<file path="src/rtl/alu_exec.sv">
// Registered execute stage: single-cycle ALU ops plus a bit-serial left shift,
// with valid/ready handshakes on both the operation input and the result output.
module alu_exec #(
    parameter int unsigned WIDTH   = 16,
    parameter int unsigned SHAMT_W = 4
) (
    input  logic             clk,
    input  logic             rst,
    input  logic             in_valid,
    output logic             in_ready,
    input  logic [2:0]       alu_code,
    input  logic [WIDTH-1:0] a,
    input  logic [WIDTH-1:0] b,
    output logic             out_valid,
    input  logic             out_ready,
    output logic [WIDTH-1:0] result,
    output logic             zero,
    output logic             busy
);

    typedef enum logic [0:0] {StIdle, StShift} state_e;

    localparam logic [2:0] OpAdd = 3'b000;
    localparam logic [2:0] OpSub = 3'b001;
    localparam logic [2:0] OpLsl = 3'b010;
    localparam logic [2:0] OpSlt = 3'b011;
    localparam logic [2:0] OpAnd = 3'b100;
    localparam logic [2:0] OpOr  = 3'b101;
    localparam logic [2:0] OpNot = 3'b110;
    localparam logic [2:0] OpXor = 3'b111;

    state_e             state_q, state_d;
    logic [WIDTH-1:0]   acc_q, acc_d;
    logic [SHAMT_W-1:0] cnt_q, cnt_d;
    logic [WIDTH-1:0]   result_q, result_d;
    logic               zero_q, zero_d;
    logic               valid_q, valid_d;

    logic [WIDTH-1:0]   op_res;
    logic [WIDTH-1:0]   acc_shl;
    logic [SHAMT_W-1:0] shamt;
    logic               accept;

    assign shamt   = b[SHAMT_W-1:0];
    assign acc_shl = acc_q << 1;

    // Combinational result for every op that finishes in one cycle (lsl by 0 included).
    always_comb begin
        op_res = '0;
        unique case (alu_code)
            OpAdd: op_res = a + b;
            OpSub: op_res = a - b;
            OpLsl: op_res = a;
            OpSlt: op_res = {{(WIDTH-1){1'b0}}, ($signed(a) < $signed(b))};
            OpAnd: op_res = a & b;
            OpOr:  op_res = a | b;
            OpNot: op_res = ~a;
            OpXor: op_res = a ^ b;
            default: op_res = '0;
        endcase
    end

    assign in_ready = (state_q == StIdle) && (!valid_q || out_ready);
    assign accept   = in_valid && in_ready;

    always_comb begin
        state_d  = state_q;
        acc_d    = acc_q;
        cnt_d    = cnt_q;
        result_d = result_q;
        zero_d   = zero_q;
        valid_d  = valid_q;

        if (valid_q && out_ready) begin
            valid_d = 1'b0;
        end

        unique case (state_q)
            StIdle: begin
                if (accept) begin
                    if ((alu_code == OpLsl) && (shamt != '0)) begin
                        acc_d   = a;
                        cnt_d   = shamt;
                        state_d = StShift;
                    end else begin
                        // Overrides the clear above: back-to-back results without a bubble.
                        result_d = op_res;
                        zero_d   = (op_res == '0);
                        valid_d  = 1'b1;
                    end
                end
            end
            StShift: begin
                acc_d = acc_shl;
                cnt_d = cnt_q - SHAMT_W'(1);
                if (cnt_q == SHAMT_W'(1)) begin
                    result_d = acc_shl;
                    zero_d   = (acc_shl == '0);
                    valid_d  = 1'b1;
                    state_d  = StIdle;
                end
            end
            default: state_d = StIdle;
        endcase
    end

    always_ff @(posedge clk or posedge rst) begin
        if (rst) begin
            state_q  <= StIdle;
            acc_q    <= '0;
            cnt_q    <= '0;
            result_q <= '0;
            zero_q   <= 1'b0;
            valid_q  <= 1'b0;
        end else begin
            state_q  <= state_d;
            acc_q    <= acc_d;
            cnt_q    <= cnt_d;
            result_q <= result_d;
            zero_q   <= zero_d;
            valid_q  <= valid_d;
        end
    end

    assign out_valid = valid_q;
    assign result    = result_q;
    assign zero      = zero_q;
    assign busy      = (state_q == StShift);

endmodule

</file>
<file path="config.mk">
export PLATFORM = sky130hd
export DESIGN_NAME = alu_exec
export DESIGN_NICKNAME = d
export VERILOG_FILES = /design/src/rtl/alu_exec.sv
export SDC_FILE = /design/constraint.sdc
export NUM_CORES = 1
export LEC_CHECK = 0
export BUFFER_PORTS_ARGS = -buffer_cell sky130_fd_sc_hd__buf_2
export CELL_PAD_IN_SITES_DETAIL_PLACEMENT = 1
export CELL_PAD_IN_SITES_GLOBAL_PLACEMENT = 1
export CORE_MARGIN = 2
export CORE_UTILIZATION = 30
export CTS_BUF_LIST = sky130_fd_sc_hd__clkbuf_4 sky130_fd_sc_hd__clkbuf_8
export DETAILED_ROUTE_END_ITERATION = 8
export GPL_ROUTABILITY_DRIVEN = 0
export GPL_TIMING_DRIVEN = 0
export PLACE_DENSITY = 0.58
export SYNTH_ARGS = -nofsm -noshare
export SYNTH_HDL_FRONTEND = slang
export SYNTH_SLANG_ARGS = --single-unit
</file>
<file path="constraint.sdc">
create_clock -name clk -period 2.7 [get_ports clk]
set_clock_uncertainty 0.05 [all_clocks]
set_input_delay 0 -clock clk [delete_from_list [all_inputs] [get_ports clk]]
set_output_delay 0 -clock clk [all_outputs]
set_load 0.02 [all_outputs]
</file>
Yosys cells after proc, flatten, opt, wreduce, memory -nomap -nowiden --
Cells that the tools add are included.
Storage, ports and cells: register bits 38, bits of input ports 39, output and inout port bits 20, word-level logic and storage cells 63
Cells by class: add/subtract/negate cells 3, magnitude comparators 1, equal/unequal tests 12, multiplexer cells 24, bitwise logic cells 5, reduce and logical (&&, ||, !) cells 12
Operators with widths (count):
- one-hot mux 16 bit (8 select lines) | 1
- 2-to-1 mux 16 bit | 3
- zero test 16 bit | 2
- one-hot mux 16 bit (2 select lines) | 1
- 2-to-1 mux 15 bit | 2
- one-hot mux 15 bit (2 select lines) | 1
- adder 16 bit | 1
- AND 16 bit | 1
- less-than comparator 16 bit | 1
- NOT 16 bit | 1
- OR 16 bit | 1
- subtractor 16 bit | 1
- XOR 16 bit | 1
- == test 3 bit (second input constant) | 4
- 2-to-1 mux 1 bit | 10
- 2-to-1 mux 4 bit | 2
- one-hot mux 4 bit (2 select lines) | 1
- == test 3 x 2 -> 1 bit (second input constant) | 2
- one-hot mux 1 bit (2 select lines) | 3
- == test 4 x 1 -> 1 bit (second input constant) | 1
- logical AND 1 bit | 4
- != test 2 x 1 -> 1 bit (second input constant) | 2
- != test 2 bit (second input constant) | 2
- nonzero test 4 bit | 1
- other kinds (8) | 8

Logic depth before layout (Yosys ltp) --
Gate-level depths: netlist of run 1.
word-level depth 6, mapped depth 13, gate-level depth less buffers 13

Worst setup path before layout of run 1 --
Ideal clock, no wire load.
path type input to register, start point in a[0], end point reg zero_q (netlist: zero), library setup time 0.092 ns, arrival 2.646 ns, setup slack -0.088 ns, stages on the path 13, buffers on the path 0, path through inv_1 > ha_1 > inv_1 > fa_1 > nand2b_4 > a2111oi_4 > o311ai_2 > a21oi_2 > a2111oi_1 > xor2_1 > a2111oi_1 > nand4_1 > o31ai_2
On the way: word-level cells in the longest chain between the ends 6
RTL lines:
- from (decl) | line 12 | input logic [WIDTH-1:0] a,
- subtractor 16 bit, or another cell as far along | line 52 | OpSub: op_res = a - b;
- one-hot mux 16 bit (8 select lines) * | line 50 | unique case (alu_code)
- zero test 16 bit * | line 88 | zero_d = (op_res == '0);
- 2-to-1 mux 1 bit * | line 81 | if ((alu_code == OpLsl) && (shamt != '0)) begin
- 2-to-1 mux 1 bit * | line 80 | if (accept) begin
- one-hot mux 1 bit (2 select lines) * | line 78 | unique case (state_q)
- to (signal assigned) | line 120 | zero_q <= zero_d;
- to (decl) | line 36 | logic zero_q, zero_d;
Every way passes the cells marked *; elsewhere a longest branch is shown, timed or not. The select of a mux whose other input is x is not followed. A chain may end at the register's enable or synchronous reset.

Worst setup path in the final report of run 1 --
Same ends and word-level chain as after synthesis.

==> summary by stage, run 1 <==
Power
The share of total power dissipated in the clock network is 0.125. The switching component of the power is 1.57 mW. The internal power of the cells totals 1.68 mW. In this run the power density over the cells is 610 nW/um^2.

The largest vdd supply drop is 0.000299 V. The switching power as a share of total power is 0.483. The analysis attributes to cell leakage a power of 2.52 nW. The power share of the combinational group is 0.558. The share of total power dissipated in sequential elements is 0.317. The design draws 3.24 mW.

Synthesis
The cell area that synthesis handed to floorplanning was 4460 um^2. In the synthesized netlist, the cells that appear most often are nand2_1, inv_1, nor2_1. In this run, synthesis inferred 0 flip-flops with an integrated enable. Of the total synthesized cell area, the portion taken by AND, OR, NAND and NOR gates is 0.184. Of the total synthesized cell area, the portion taken by full adders, half adders and majority gates is 0.149. Among all flip-flop cells after synthesis, the most frequent one is dfrtp_1. For this run, the number of Yosys warnings is 0. The share of synthesized area in the top cell type comes to 0.213. In the synthesized netlist the async set-or-reset flop fraction comes to 1.00.

Synthesis instantiated 65 different standard cells from the library. The cell taking the most area after synthesis is dfrtp_1. The xor and xnor fraction of the mapped netlist area is 0.0510. When the netlist entered floorplanning its net count stood at 683. For this run, the register share of the synthesized area comes to 0.213. In the post-synthesis netlist, the cell with the most instances is nand2_1. The synthesized-area fraction occupied by ao, oa, aoi and oai cells is 0.304. The number of synthesized register bits is 38. After technology mapping, the gate count stands at 592. The share of synthesized area spent on multiplexers is 0.0202. After synthesis, the cell types taking the most area are dfrtp_1, ha_1, nand2_1, a21oi_1, inv_1. By area, the combinational part of the netlist is dominated by compound AO/OA/AOI/OAI gates. Each instance of the synthesized netlist takes up on average 7.54 um^2.

Clock tree
The longest clock path from root to sink contains 2 buffers. The H-tree was split into 2 levels. The total clock buffers created by CTS is 5.

The clock insertion delay at the later pin of the skew report is 0.30 ns. The register clock-pin slew on the reported worst setup and hold paths is 0.08 ns. The clock sink count is 38. The root buffer cell chosen for the clock tree is clkbuf_8. The CTS tree is yes.

Floorplanning
From bottom edge to top edge, the die measures 126 um. The chip width is 126 um. The core footprint is 14500 um^2. During I/O placement, the number of pins put on the boundary was 59.

The number of cell rows is 44. The overall die area is 15900 um^2. For this configuration, the core starts out at a cell density of 0.307.

Routing
The detailed router finished its first iteration with 314 violations. The first-pass detailed-route iteration total is 4. The via count of the routed design is 4759.

The routed wire length per instance is 20.9 um. Summed over all layers, the routed wires come to 17800 um. In the routed design, unresolved DRC markers number 0. The final antenna-violating net count is 0. After detailed routing, the number of vias per cell comes to 5.57.

Critical path
By startpoint and endpoint, the worst setup path is classified as in -> reg. Grouping stages by cell kind, the critical path spends the most delay in compound AO/OA/AOI/OAI gates. Among all stages on the critical path, the largest delay is contributed by a2111oi_4. The reg-to-reg critical path startpoint is cnt_q[1].

The nature of the critical path startpoint is an input pin. Data arrives at the worst endpoint at 2.91 ns. The largest single stage delay on the critical path is 0.44 ns. The critical path goes through buf_2 -> inv_1 -> ha_1 -> inv_1 -> fa_2 -> nand2b_4 -> a2111oi_4 -> o311ai_4 -> a21oi_2 -> a2111oi_4 -> o41a_1 -> a2111oi_2 -> nand4_1 -> o31ai_2. The most critical setup path has its startpoint at a[0].

The maximum fanout along the worst path is 4. Together, buffers and inverters on the worst path number 3. The sort of element at the end of the critical path is a flip-flop. STA puts the critical path data required time at 2.87 ns.

Timing
Setup repair after global routing could not meet its margin everywhere. The number of hold-slack violations in the final timing report is 0. The slack of the critical path is -0.0427 ns. Dividing the final minimum period by the clock period gives 1.02. The worst hold-check slack is 0.0257 ns.

Setup total negative slack on the finished layout was measured at -0.0427 ns. The worst pin sits at a relative slew slack of 0.401. The max-slew violation count came to 0. At the pin with the least slew margin, the transition time is 0.895 ns.

The clock period minus final worst setup slack is 2.74 ns. The count of endpoints failing setup in the final report is 1. The maximum clock frequency is 365 MHz.

GRT
The global-route wire length before repair is 27300 um. The global-route total usage across every layer is 0.218. Entering global routing, the biggest net connects 39 pins. The final global-route overflow total is 0. The number of global-route vias before repair was 4798. The number of antenna violations at the first check in global routing is 0.

Worst hold path
The worst hold path begins at a[10]. The class of the most critical hold timing path is in -> reg.

Layout
The final antenna diode count is 0. The number of filler cells placed in the layout is 1852. The post-route non-filler standard cell count is 854.

The footprint of the flip-flops and latches is 951 um^2. The area growth from synthesis to layout is 19.1%. The utilization after layout is 0.366. The area of the multi-input gates is 3260 um^2. Of the cells placed in the final design, the portion with a size suffix greater than 1 is 0.148. The finished cells cover 5320 um^2. After the last flow step, the layout net total stands at 762.

Placement
Counting tap cells, the placed design contains a total of 834 instances. The number of buffers inserted by port buffering is 58. In this run the cell area measured after placement is 4990 um^2. Before CTS, the worst setup slack after placement is -0.635 ns.

Once detailed placement completed, the half-perimeter wirelength came to 14100 um.

Flow run
The total of max-cap violations is 0.

Outcome
The checks that failed: setup timing. The run finished, with violations left.
-- power by group through the flow --
stage          Sequential, mW  Combinational, mW  Clock, mW
6_report                 1.03               1.81      0.405
5_1_grt                  1.07               1.99      0.446
4_1_cts                  1.03               1.79      0.413
3_5_place_dp             1.04               1.75          0
3_3_place_gp             1.02               1.70          0
2_1_floorplan            1.15               1.01          0
-- sequential cells by signal, indices dropped and copies added, names as in the netlist --
signal	flops
busy	1
result	16
acc_q	15
out_valid	1
zero	1
cnt_q	4
-- worst register-to-register path: stages, from the launching register on --
cell and delay [ns]:
dfrtp_1 0.40, inv_1 0.09, ha_1 0.15, or3b_2 0.53
nor2_4 0.22, inv_1 0.09, nand2_1 0.10, o21ai_0 0.09
a21oi_1 0.13, o21ai_0 0.17, o221a_2 0.30
-- cells by family (layout without fill, tap and decap cells) --
family,count (synthesis),in the layout
AOI/OAI and AO/OA,197,197
and+or+nand+nor,179,179
buffers and inverters,91,169
adders and majority gates,52,52
DFF,38,38
xor gates and xnor gates,26,26
muxes,9,9
-- routing by layer --
metal	share of wire	wire, um	track usage
met5	0	0	0
met3	0.032	572	0.0221
met2	0.48	8600	0.367
met1	0.47	8450	0.307
met4	0.012	221	0.0362
-- what timing repair did --
item | CTS | global route
pin swaps | 4 | 1
hold buffers | 13 | 1
hold endpoints to repair | 50 | 1
resized for setup | 12 | 7
gates cloned | 0 | 0
buffers inserted | 1 | 1
endpoints found under the setup margin | 12 | 6
-- layout make-up --
| cell class | count | area share |
|---|---|---|
| buffer | 32 | 0.0247 |
| clock buffer | 6 | 0.0155 |
| inverter | 57 | 0.0403 |
| multi-input combinational | 463 | 0.613 |
| sequential | 38 | 0.179 |
| tap | 184 | 0.0433 |
| timing repair buffer | 74 | 0.0838 |
-- final timing paths --
path | to | slack (ns) | cells after the start
setup / recovery | zero | -0.04 | 14
hold / removal | acc_q[10] | 0.03 | 3
min in group asynchronous | acc_q[9] | 0.36 | 3
max in group asynchronous | result[3] | 1.71 | 3
setup reg to reg | result[15] | 0.28 | 10
hold reg to reg | result[8] | 0.44 | 1
-- placed cells by master, fill, tap and decap left out, types with 3 or more instances in the layout --
master         count
nor4_1             5
nor2b_1            5
dfrtp_1           38
xor2_1            14
o31ai_1            3
a22o_1             4
o211ai_1           6
o21ai_0           37
nor2_1            54
inv_1             56
nor3_1             6
nand3_1           11
nand4_1            5
clkbuf_1          18
buf_2             64
buf_1              5
a22oi_1           28
xnor2_1           12
a21oi_1           42
a31oi_1            5
o22ai_1           11
clkbuf_8           6
dlygate4sd3_1     14
mux2i_1            9
o221ai_1           5
clkbuf_2           3
or3_1              6
ha_1              50
a21o_1             9
o21bai_1           3
a211oi_1           5
a211o_1            3
nand2_1           64
nand2b_1           7
(Power assumes the default switching activity.)
==> inputs of run 2 (changes only) <==
==> constraint.sdc (replaced) <==
create_clock -name clk -period 2.9 [get_ports clk]
set_clock_uncertainty 0.05 [all_clocks]
set_input_delay 0 -clock clk [delete_from_list [all_inputs] [get_ports clk]]
set_output_delay 0 -clock clk [all_outputs]
set_load 0.02 [all_outputs]
==> run 2 against run 1 <==
Net effect: the flow finishes with violations (hold timing); hold slack worse by 0.031 ns; count of clock-buffer cells in the layout up 1; power down 6.8%; die area unchanged; sequential power down 7%; critical endpoint unchanged.
==> summary by stage, run 2 (synthesized netlist as in run 1, its figures left out) <==
Outcome
The run finished, with violations left. The final reports fail on hold timing.

Power
Of the total power, the share spent switching nets is 0.482. The internal power of the cells totals 1.57 mW. The share of total power dissipated in sequential elements is 0.316. Power spread over the standard cell area amounts to 575 nW/um^2. The fraction of power consumed by the clock network is 0.135. In this run the power spent charging and discharging nets is 1.46 mW. For this design the static power due to leakage is 2.50 nW. Of the total power, combinational logic draws 0.548. The largest vdd supply drop is 0.000301 V.

Placement
The half-perimeter wire length after placement is 13800 um. The placed cell count is 834. Prior to clock tree synthesis, the placed netlist has a worst setup slack of -0.694 ns. The number of buffers inserted by port buffering is 58.

Layout
Leaving out fill and tap cells, the most frequent cell in the layout is nand2_1. Fill cells in the final layout number 1844. From synthesis to final layout, the design area changed by 17.8%.

The number of flip-flops under the largest register name is 16. The library cells used most frequently in the layout, excluding fill and tap cells, are nand2_1, buf_2, inv_1. Leaving out filler cells and counting taps, the final layout contains 853. The final antenna diode count is 0. The utilization after layout is 0.362. At the end of the flow, the number of nets in the layout was 759. The share of final-layout standard cells stronger than drive strength 1 is 0.138.

Critical path
The endpoint identified for the worst register-to-register timing path is result[1]. The worst register-to-register path begins at cnt_q[1]. Across all register-to-register paths, the minimum setup slack is 0.30 ns.

At the worst endpoint, the required time is 3.07 ns. Counting cells, the worst reg-to-reg path comes to 10. The sort of element at the end of the critical path is a flip-flop.

The cell at the slowest stage of the critical path is fa_1. Among the stages of the critical path, the cell type that occurs most often is a2111oi_4. The delay of the slowest critical-path stage is 0.45 ns.

The maximum fanout along the worst path is 4. For the worst setup path, the data arrival time is 3.03 ns. The worst setup path is launched from an input pin. The worst setup path is of the in -> reg kind. Traced cell by cell, the critical path runs through buf_2 -> inv_1 -> ha_1 -> inv_1 -> fa_1 -> nand2b_4 -> a2111oi_4 -> o311ai_4 -> a21oi_2 -> a2111oi_4 -> xor2_1 -> a2111oi_4 -> nand4_1 -> o31ai_2.

Timing
The slack of the critical path is 0.0412 ns. For the pin with the worst max-slew slack, the measured transition is 0.908 ns. The clock period minus final worst setup slack is 2.86 ns. The worst slew margin relative to its limit is 0.392. The max-slew violation count was 0.

The number of hold-slack violations in the final timing report came to 1. Across all hold checks on the routed design, the worst slack comes to -0.00501 ns. Dividing the final minimum period by the clock period gives 0.986. Summed over all failing endpoints, the final setup total negative slack is 0 ns. Based on the critical path, the design can be clocked at up to 350 MHz. The count of endpoints failing setup in the final report is 0. Setup repair after global routing could not meet its margin everywhere.

Worst hold path
The startpoint of the most critical hold path is a[5]. Along the worst hold path, the cell count comes to 3. The worst min-delay path endpoint is acc_q[5]. The class of the most critical hold timing path is in -> reg.

Clock tree
The number of setup buffers added after CTS is 0. The clock sink count is 38. The deepest level of the CTS H-tree is 2. The total clock buffers created by CTS is 5.

Counting along the longest clock path gives a buffer depth of 2. In this run the clock root is driven by a clkbuf_8. TritonCTS built the clock tree.

The later pin in the worst-skew pair is clocked with a latency of 0.31 ns. Clock-pin slew was measured on the worst setup and hold paths at 0.09 ns.

Routing
In the final routed layout, each cell accounts on average for 20.5 um. The wire length reported by the detailed router is 17500 um. The first routing iteration left 251 violations. In this run the remaining antenna-violating nets after routing total 0.

In the routed design, unresolved DRC markers number 0. The detailed router placed 4782 vias in this run. The first-pass detailed-route iteration total is 4. The average via count per standard cell is 5.61.

Floorplanning
The chip width is 126 um. The overall die area is 15900 um^2. The die height is 126 um. The starting density of the core is 0.307. In this run the core area contains 44 standard-cell rows. For this design the top-level I/O count stands at 59. The core footprint is 14500 um^2.

Flow run
The tool flagged a number of max-cap violations equal to 0.

GRT
The number of global-route vias before repair is 4760. The number of antenna violations at the first check in global routing is 0. The final global-route overflow total is 0.

The global-route total usage across every layer is 0.215. The global-route wire length before repair is 27100 um. The pin count of the biggest net entering global routing is 39.
## run 2: power by group through the flow
| stage | Clock, mW | Sequential, mW | Combinational [mW] |
|---|---|---|---|
| floorplan | 0 | 1.07 | 0.938 |
| global placement | 0 | 0.955 | 1.59 |
| detailed placement | 0 | 0.967 | 1.62 |
| CTS | 0.411 | 0.958 | 1.65 |
| global route | 0.438 | 0.991 | 1.81 |
| finish | 0.409 | 0.957 | 1.66 |
## run 2: critical path: cells and delay by family
family	cells	cell delay, ns
and+or+nand+nor	2	0.27
xor gates and xnor gates	1	0.21
buffers and inverters	3	0.30
adders and majority gates	2	0.66
AOI/OAI and AO/OA	6	1.61
## run 2: layer usage
| layer | vias to the layer above | GRT usage | wire, um |
|---|---|---|---|
| met4 | 0 | 0.0323 | 246 |
| met5 | - | 0 | 0 |
| met2 | 111 | 0.362 | 8180 |
| met3 | 14 | 0.0234 | 581 |
| li1 | 2268 | - | - |
| met1 | 2389 | 0.304 | 8480 |
## run 2: worst max-delay path by stage
stage | start | to | slack (ns) | cells past startpoint
6_report | a[0] | zero | 0.04 | 14
3_3_place_gp | a[0] | zero | -0.67 | 14
4_1_cts | a[0] | zero | 0.008 | 14
5_1_grt | a[0] | zero | -0.06 | 14
3_5_place_dp | a[0] | zero | -0.69 | 14
2_1_floorplan | a[0] | zero | 0.11 | 13
## run 2: layout make-up
class                      count  area, um^2  share of cell area
sequential                    38         951               0.181
buffer                        34         139              0.0264
inverter                      57         214              0.0407
multi-input combinational    463        3230               0.614
timing repair buffer          69         400              0.0762
clock buffer                   7        90.1              0.0171
clock inverter                 1        5.00            0.000952
tap                          184         230              0.0438
## run 2: stage by stage
step	instance area (um^2)	power, mW
final	5260	3.02
after global routing	5260	3.24
after CTS	5220	3.01
after detailed placement	4980	2.58
after global placement	4980	2.54
after floorplan	4460	2.01
## run 2: timing repair
item	4_1_cts	5_1_grt
endpoints found under the setup margin	4	11
resized for setup	6	6
hold buffers	11	0
pin swaps	0	2
hold endpoints to repair	48	0
==> inputs of run 3 (changes only) <==
--- a/config.mk
+++ b/config.mk
@@ -14,7 +14,7 @@
 export DETAILED_ROUTE_END_ITERATION = 8
 export GPL_ROUTABILITY_DRIVEN = 0
 export GPL_TIMING_DRIVEN = 0
-export PLACE_DENSITY = 0.58
+export PLACE_DENSITY_LB_ADDON = 0.1
 export SYNTH_ARGS = -nofsm -noshare
 export SYNTH_HDL_FRONTEND = slang
 export SYNTH_SLANG_ARGS = --single-unit
==> constraint.sdc (replaced) <==
create_clock -name clk -period 2.9 [get_ports clk]
set_clock_uncertainty 0.05 [all_clocks]
set_input_delay 0.29 -clock clk [delete_from_list [all_inputs] [get_ports clk]]
set_output_delay 0.29 -clock clk [all_outputs]
set_load 0.05 [all_outputs]
==> run 3 against run 2 <==
Net effect: utilization rose by 0.18 points; design area grew 0.50%; sequential share of layout area down 0.090 points; critical endpoint unchanged; non-clock buffer count shrank 10; clock power is 15% higher; first-iteration DRC count grew 13%; global-route usage is 0.58 points higher; sequential cell count stayed put; sequential power about the same; setup slack worse by 0.083 ns; power rose by 14%; the flow finishes with violations (setup timing); register-to-register slack lost 0.06 ns.
==> summary by stage, run 3 (synthesized netlist as in run 1, its figures left out) <==
Floorplanning
The chip width is 126 um. The overall die area is 15900 um^2. 59 I/O pins were placed. The floorplan has 44 rows. The starting density of the core is 0.307. The total area inside the core boundary comes to 14500 um^2. The die height is 126 um.

Routing
The first-pass detailed-route iteration total is 4. In this run the remaining antenna-violating nets after routing total 0. The via count of the routed design is 4701. In the routed design, unresolved DRC markers number 0. The average via count per standard cell is 5.58. After detailed routing, the average wire length per cell comes to 21.1 um. The wire length reported by the detailed router is 17800 um. The count of routing violations after the opening detailed-route iteration is 283.

Critical path
The critical path required time is 3.08 ns. The dominant delay contributor by cell family on the critical path is compound AO/OA/AOI/OAI gates. The worst path buffer plus inverter count is 2.

The nature of the critical path startpoint is an input pin. The logic depth of the worst setup path including buffers is 12. The number of cells on the worst reg-to-reg path is 9.

The signal arrival time at the worst endpoint is 3.12 ns. Along the worst path, the maximum fanout reaches 5. The delay of the slowest critical-path stage is 0.41 ns.

The terminus of the critical flop-to-flop path is result[5]. Traced cell by cell, the critical path runs through buf_2 -> clkinvlp_4 -> fa_2 -> nor2b_2 -> o31a_1 -> o211a_1 -> o211ai_1 -> a221oi_2 -> o41ai_2 -> a2111oi_2 -> nand4_1 -> o31ai_2. The reg-to-reg critical path startpoint is cnt_q[1].

The worst setup path is of the in -> reg kind. On the critical path, the stage with the largest delay is an instance of fa_2. The sort of element at the end of the critical path is a flip-flop.

The reg-to-reg setup timing slack is 0.24 ns.

GRT
The number of global-route vias before repair is 4803. After global routing the overflow that remains totals 0. The global-route wire length before repair is 27400 um. Entering global routing, the biggest net connects 39 pins. The number of antenna violations at the first check in global routing was 0. The global-route total usage across every layer is 0.221.

Clock tree
The clock sink count is 38. The clock root buffer is clkbuf_8. After clock tree synthesis, the clock-pin slew on the worst setup and hold paths is 0.08 ns. TritonCTS built the clock tree. The deepest level of the CTS H-tree is 2. At the later pin of the worst-skew pair, clock insertion delay measures 0.31 ns.

The total clock buffers created by CTS is 5. The buffer levels on the longest clock path is 2.

Layout
After routing the design area is 5280 um^2. The area growth from synthesis to layout is 18.4%. The post-route non-filler standard cell count is 843. The final antenna diode count is 0.

Once layout is complete, the utilization of the core stands at 0.363. The share of final-layout standard cells stronger than drive strength 1 is 0.173. In the layout the commonest cells are nand2_1, buf_2, inv_1. The area of the multi-input gates is 3330 um^2.

Leaving out fill and tap cells, the most frequent cell in the layout is nand2_1. The register with the most flip-flops in the layout has 16 of them. The final net count is 749. Registers take 951 um^2.

The number of filler cells placed in the layout is 1851.

Timing
At the pin with the least slew margin, the transition time is 0.922 ns. The max-slew violation count is 0. For the final routed database, the setup TNS stands at -0.0421 ns. In the finished design, the share of the clock period the worst path needs comes to 1.01.

Counting I/O delays and the setup requirement, the final critical path takes 2.94 ns. The worst slew margin relative to its limit is 0.383. Setup repair after global routing could not meet its margin everywhere. Across all setup checks in the final design, the least slack found is -0.0421 ns. Setup violations remaining at the end of the flow were counted as 1. The number of hold-slack violations in the final timing report was 0. The maximum clock frequency is 340 MHz.

Power
The power density normalized to cell area is 650 nW/um^2. The worst-case IR drop observed on VDD is 0.000332 V. The static power due to leakage is 2.49 nW.

Placement
Once detailed placement completed, the half-perimeter wirelength came to 14000 um. The placed cell count is 834. The post-place setup slack is -0.680 ns. Port buffering added 58 buffers. The total placed instance area is 5000 um^2.

Outcome
The flow ran to the end, but the final reports show violations. The final reports fail on setup timing.

Flow run
The tool flagged a number of max-cap violations equal to 0.

Worst hold path
The path class of the tightest hold or removal check is in -> async.
==> run 3: cell types whose count changed in the layout (fill, tap and decap cells not counted), sizes merged <==
| cell | before | now |
|---|---|---|
| inv | 57 | 56 |
| dlygate4sd3 | 11 | 0 |
| clkinv | 1 | 2 |
| clkbuf | 30 | 26 |
| bufinv | 0 | 1 |
| buf | 69 | 72 |
| clkinvlp | 0 | 1 |
==> run 3: how the worst max path moves through the flow <==
stage | slack [ns] | start | to
6_report | -0.04 | b[1] | zero
3_5_place_dp | -0.68 | alu_code[1] | zero
4_1_cts | -0.09 | a[0] | zero
3_3_place_gp | -0.67 | alu_code[1] | zero
2_1_floorplan | 0.001 | a[0] | zero
5_1_grt | -0.21 | b[1] | zero
==> run 3: final cells by class <==
| cell class | count | area share |
|---|---|---|
| Multi-Input combinational cell | 463 | 0.630 |
| Inverter | 57 | 0.0412 |
| Buffer | 32 | 0.0253 |
| Sequential cell | 38 | 0.180 |
| Clock buffer | 5 | 0.0130 |
| Timing Repair Buffer | 61 | 0.0597 |
| Tap cell | 184 | 0.0436 |
| Clock inverter | 3 | 0.00758 |
==> run 3: what timing repair did <==
item	4_1_cts	5_1_grt
buffers inserted	1	2
gates resized for setup	13	25
endpoints found under the setup margin	20	16
hold buffers	0	0
pin swaps	6	11
==> run 3: power by group <==
| part | total (mW) | leakage (nW) | switching (mW) | internal, mW |
|---|---|---|---|---|
| Sequential | 0.958 | 0.471 | 0.197 | 0.761 |
| Combinational | 2.01 | 1.96 | 1.39 | 0.614 |
| Clock | 0.469 | 0.0579 | 0.215 | 0.254 |
| Total | 3.43 | 2.49 | 1.81 | 1.63 |
==> run 3: metrics by stage <==
step,hold WS [ns],power [mW]
6_report,0.0917,3.43
5_1_grt,0.182,3.66
4_1_cts,0.127,3.41
3_5_place_dp,0.413,2.91
3_3_place_gp,0.401,2.86
2_1_floorplan,0.357,2.31
==> run 3: per-layer routing <==
metal / vias up / wire length (um) / global-route usage
met1: 2335 / 8430 / 0.310
li1: 2244 / - / -
met4: 0 / 210 / 0.0330
met2: 107 / 8480 / 0.376
met5: - / 0 / 0
met3: 15 / 655 / 0.0221
